File: config.mk
export PLATFORM = sky130hd
export DESIGN_NAME = wb_regfile
export DESIGN_NICKNAME = d
export VERILOG_FILES = /design/src/rtl/wb_regfile.sv
export SDC_FILE = /design/constraint.sdc
export NUM_CORES = 2
export LEC_CHECK = 0
export ABC_AREA = 1
export BUFFER_PORTS_ARGS = -buffer_cell sky130_fd_sc_hd__buf_4
export CAP_MARGIN = 0
export CELL_PAD_IN_SITES_DETAIL_PLACEMENT = 0
export CELL_PAD_IN_SITES_GLOBAL_PLACEMENT = 2
export CORE_MARGIN = 2
export CORE_UTILIZATION = 25
export CTS_BUF_LIST = sky130_fd_sc_hd__clkbuf_4
export CTS_CLUSTER_SIZE = 12
export DETAILED_ROUTE_END_ITERATION = 8
export GPL_ROUTABILITY_DRIVEN = 0
export PLACE_DENSITY = 0.63
export SLEW_MARGIN = 40
export SYNTH_ARGS = -nofsm -noshare
export SYNTH_HDL_FRONTEND = slang
export SYNTH_SLANG_ARGS = --single-unit
export TNS_END_PERCENT = 10
File: constraint.sdc
create_clock -name clk -period 4.1 [get_ports clk]
set_input_delay 1.23 -clock clk [delete_from_list [all_inputs] [get_ports clk]]
set_output_delay 1.23 -clock clk [all_outputs]
set_load 0.05 [all_outputs]
File: src/rtl/wb_regfile.sv
// Write-back select and 32-entry register file; optional same-cycle bypass under WB_BYPASS_EN.
// Latency: reads combinational, write commits on the clock edge, wb_commit one cycle later.
// Backpressure: none; every MEM/WB beat is consumed each cycle.
module wb_regfile #(
    parameter int DATA_W = 32,
    parameter int ADDR_W = 5
) (
    input  logic              clk,
    input  logic              rst,
    input  logic              reg_write_reg,
    input  logic              mem_to_reg_reg,
    input  logic [DATA_W-1:0] alu_result_reg,
    input  logic [DATA_W-1:0] data_load_reg,
    input  logic [ADDR_W-1:0] dst_reg,
    input  logic [ADDR_W-1:0] rs_addr,
    input  logic [ADDR_W-1:0] rt_addr,
    output logic [DATA_W-1:0] rs_data,
    output logic [DATA_W-1:0] rt_data,
    output logic [DATA_W-1:0] wb_data,
    output logic              wb_commit
);
    localparam int NREG = 1 << ADDR_W;

    logic [DATA_W-1:0] regs [NREG];
    logic              commit;

    assign wb_data = mem_to_reg_reg ? data_load_reg : alu_result_reg;
    // Reset gates the commit so a write presented during reset is dropped.
    assign commit  = reg_write_reg && (dst_reg != '0) && !rst;

    always_ff @(posedge clk) begin
        if (rst) begin
            for (int i = 0; i < NREG; i++) begin
                regs[i] <= '0;
            end
            wb_commit <= 1'b0;
        end else begin
            wb_commit <= commit;
            if (commit) begin
                regs[dst_reg] <= wb_data;
            end
        end
    end

    always_comb begin
        rs_data = (rs_addr == '0) ? '0 : regs[rs_addr];
        rt_data = (rt_addr == '0) ? '0 : regs[rt_addr];
`ifdef WB_BYPASS_EN
        // commit already excludes index 0, so r0 is never bypassed.
        if (commit && (rs_addr == dst_reg)) begin
            rs_data = wb_data;
        end
        if (commit && (rt_addr == dst_reg)) begin
            rt_data = wb_data;
        end
`endif
    end
endmodule
After elaboration in Yosys (flattened, before gate mapping)
Memories as Yosys holds them, arrays and structs flattened. Index checks and enable logic that the tools add are counted.

Muxes and demuxes: 11. Reductions and logical operators: 7.

Operators by type and width (number): $mux W32 (4); $reduce_or A32 Y1 (1); $logic_not A5 Y1 (2); $mux W1 (6); $mux W5 (1); $reduce_bool A5 Y1 (1); $logic_and A1 B1 Y1 (2); $logic_not A1 Y1 (1).

Bits in registers: 1. Bits in writable memories: 1024. Bits of input ports: 83. Memories kept: 1.

Memories: regs (words 32, bits a word 32, rd ports 2, clocked after memory_dff 0, write ports 32, line 24) `logic [DATA_W-1:0] regs [NREG];`.

Depth between registers and ports, before layout
Depth after elaboration: 8. Gate-level depth with buffers: 14.

Worst setup path before layout
OpenSTA, ideal clock, no wires.

Path type: input to output. From: input rt_addr[0]. To: output rt_data[9]. Data arrival time: 2.995 ns. Setup slack: -0.125 ns. Stages: 12. Buffers on the path: 4. Path through: buf_2 inv_2 buf_4 buf_4 buf_2 a21oi_1 o21ai_0 nand2_1 nor2_1 nor2_1 nor2_1 nor2_1.

Longest elaborated chain between the ends: 2.

Ends and longest elaborated chain: from (decl) (line 16) `input logic [ADDR_W-1:0] rt_addr,`; $mem_v2 Z32 W32 or $logic_not A5 Y1 (tied branches); $mux W32 * (line 47) `rt_data = (rt_addr == '0) ? '0 : regs[rt_addr];`; to (decl) (line 18) `output logic [DATA_W-1:0] rt_data,`.

Every way passes the cells marked *; elsewhere a longest branch is shown, timed or not.

Worst setup path after layout
From: input rt_addr[0]. To: output rt_data[6].

Same word-level chain as after synthesis.

==> impl_metrics.env <==
export IMPL_min_period_ns=4.32
export IMPL_fin_crit_sh_pct=105
export IMPL_core_area_um2=227000
export IMPL_syn_area_um2=57100
export IMPL_grt_pass1_vias=55300
export IMPL_p_per_area_nw_per_um2=382
export IMPL_cp_startpoint="rt_addr[0]"
export IMPL_drive_gt1_share_pct=20.9
export IMPL_synth_seq_area_share_pct=53.9
export IMPL_cts_tree="built"
export IMPL_violations="setup timing"
export IMPL_maxSlewHeadroom_pct=38.0
export IMPL_critPathRequiredTime_ns=2.87
export IMPL_crit_path_top_delay_cell="buf_16"
export IMPL_viasPerCell=5.12
export IMPL_cts_buffer_depth=4
export IMPL_crit_buf_inv=7
export IMPL_whs_ns=0.323
export IMPL_clk_pin_slew_ns=0.06
export IMPL_tightest_slew_ns=0.930
export IMPL_synth_cell_types=22
export IMPL_path_delay_family="buffers and inverters"
export IMPL_yosysWarnings=0
export IMPL_ys_ff_latch=1025
export IMPL_synth_area_leaders="edfxtp_1, nand2_1, nor2_1"
export IMPL_peakVddDrop_mv=0.318
export IMPL_ios=180
export IMPL_grt_overflow_total=0
export IMPL_yosys_area_top_type_share_pct=53.9
export IMPL_pre_cts_slack_ns=-0.619
export IMPL_drc=0
export IMPL_syn_to_final_growth_pct=29.7
export IMPL_wl_mm=317
export IMPL_criticalPathCategory="input pin to output pin"
export IMPL_crit_arrival_ns=3.09
export IMPL_drt_iter0_markers=6459
export IMPL_syn_area_per_cell_um2=7.77
export IMPL_hold_path_class="input pin to register"
export IMPL_num_vias=57500
export IMPL_antenna_found_initial=15
export IMPL_p_leak_nw=31.5
export IMPL_ant_nets=0
export IMPL_dieArea_um2=232000
export IMPL_grt_pass1_wl_mm=432
export IMPL_fill_cells=24100
export IMPL_fin_util_pct=32.6
export IMPL_die_w_um=482
export IMPL_grt_max_degree=48
export IMPL_cp_max_fo=5
export IMPL_rows=175
export IMPL_finalPower_w=0.0283
export IMPL_synth_top_area_cell="edfxtp_1"
export IMPL_drt_pass1_iter_count=6
export IMPL_layout_setup_ws_ns=-0.218
export IMPL_hp_start="reg_write_reg"
export IMPL_crit_chain="buf_16, buf_16, buf_16, buf_12, buf_16, buf_4, nand2_1, nand2_1, nand2_1, nand3_1, nand3_1, nand2_1, nand2_2, nor2_4, buf_6"
export IMPL_start_kind="input pin"
export IMPL_dp_hpwl_mm=195
export IMPL_max_freq_mhz=232
export IMPL_htreeDepth=5
export IMPL_finalSetupViolCount=61
export IMPL_max_stage_delay_ns=0.18
export IMPL_nets=8082
export IMPL_start_util_pct=25.1
export IMPL_maxCapViolations=0
export IMPL_dpl_cell_count=10600
export IMPL_run_status="finished with violations"
export IMPL_cts_sinks=1025
export IMPL_cts_root_buf="clkbuf_4"
export IMPL_crit_path_end_kind="output pin"
export IMPL_numCtsBuffers=324
export IMPL_synth_cells=7351
export IMPL_track_usage_pct=26.4
export IMPL_final_cells=11200
export IMPL_fp_dieH_um=482
export IMPL_wire_per_inst_um=28.3
export IMPL_io_buffers=179
export IMPL_rsz0062_at_grt="true"
export IMPL_finalHoldViolations=0
export IMPL_maxSlewViolCount=0
routing by layer:
layer	wire length, um	up-vias	global-route usage (%)
li1	-	25600	-
met1	131000	28400	34.8
met2	146000	2861	42.7
met3	23800	663	4.04
met4	15700	2	12.1
met5	13	-	0
registers in the layout, summed over array words and instances (netlist names):
| signal | cells |
|---|---|
| regs | 1024 |
| wb_commit | 1 |
cell families after synthesis:
family | count (synthesis) | share of synthesized area, %
buffers and inverters | 819 | 6.34
DFF | 1025 | 53.9
other | 1 | 0.00657
AOI/OAI and AO/OA | 624 | 5.53
and+or+nand+nor | 4882 | 34.2
timing repair:
item                                    4_1_cts  5_1_grt
buffers inserted                             36       31
gates cloned                                 15       15
pin swaps                                    38       50
gates resized for setup                     331      201
endpoints found under the setup margin       64       64
hold buffers                                  0        0
synth_stat cells:
cell,count
a21oi_1,154
and3_1,13
buf_1,57
buf_2,163
buf_4,7
buf_6,42
clkbuf_1,356
clkinv_1,6
conb_1,1
dfxtp_1,1
edfxtp_1,1024
inv_1,186
inv_2,2
nand2_1,2197
nand3_1,931
nor2_1,1732
nor2_2,1
nor3_1,8
o211ai_1,10
o21ai_0,421
o21ai_1,32
o22ai_1,7
stage by stage:
step	cell area, um2	setup TNS, ns
2_1_floorplan	57200	-4.74
3_3_place_gp	66900	-20.05
3_5_place_dp	66900	-19.44
6_report	74000	-6.40
5_1_grt	74000	-11.28
4_1_cts	72700	-8.23
power breakdown:
group          internal, W  total [W]  switching [W]
Clock              0.00509     0.0101        0.00502
Combinational      0.00187    0.00571        0.00384
Sequential          0.0121     0.0124       0.000319
Total               0.0191     0.0283        0.00918
tightest hold or removal path, stage by stage:
cell     delay, ns
buf_4         0.14
nand3_1       0.08
inv_1         0.14
cell usage in the layout (no fill, tap or decap), drive strengths merged:
master and n:
a21oi 154, nor3 8, edfxtp 1024, inv 195, conb 32, nor2 1733
buf 896, nand3 931, clkbuf 466, o21ai 453, o211ai 10, diode 14
dfxtp 1, and3 13, nand2 2197, clkinv 72, bufbuf 7, bufinv 1
o22ai 7
layout make-up:
cell class	instances	area, um2	share of cell area (%)
flip-flops and latches	1025	30800	41.6
multi-input cells	5538	24200	32.7
repair buffers	916	10700	14.5
well taps	3009	3760	5.09
clock buffers	453	3400	4.59
inverters	194	825	1.11
clock inverters	74	312	0.421
diodes	14	35.0	0.0473
worst paths after layout:
kind | to | slack, ns | cells after the start
worst max-delay path | rt_data[6] | -0.22 | 15
worst min-delay path | wb_commit$_SDFF_PP0_ | 0.32 | 3
(Power assumes the default switching activity.)
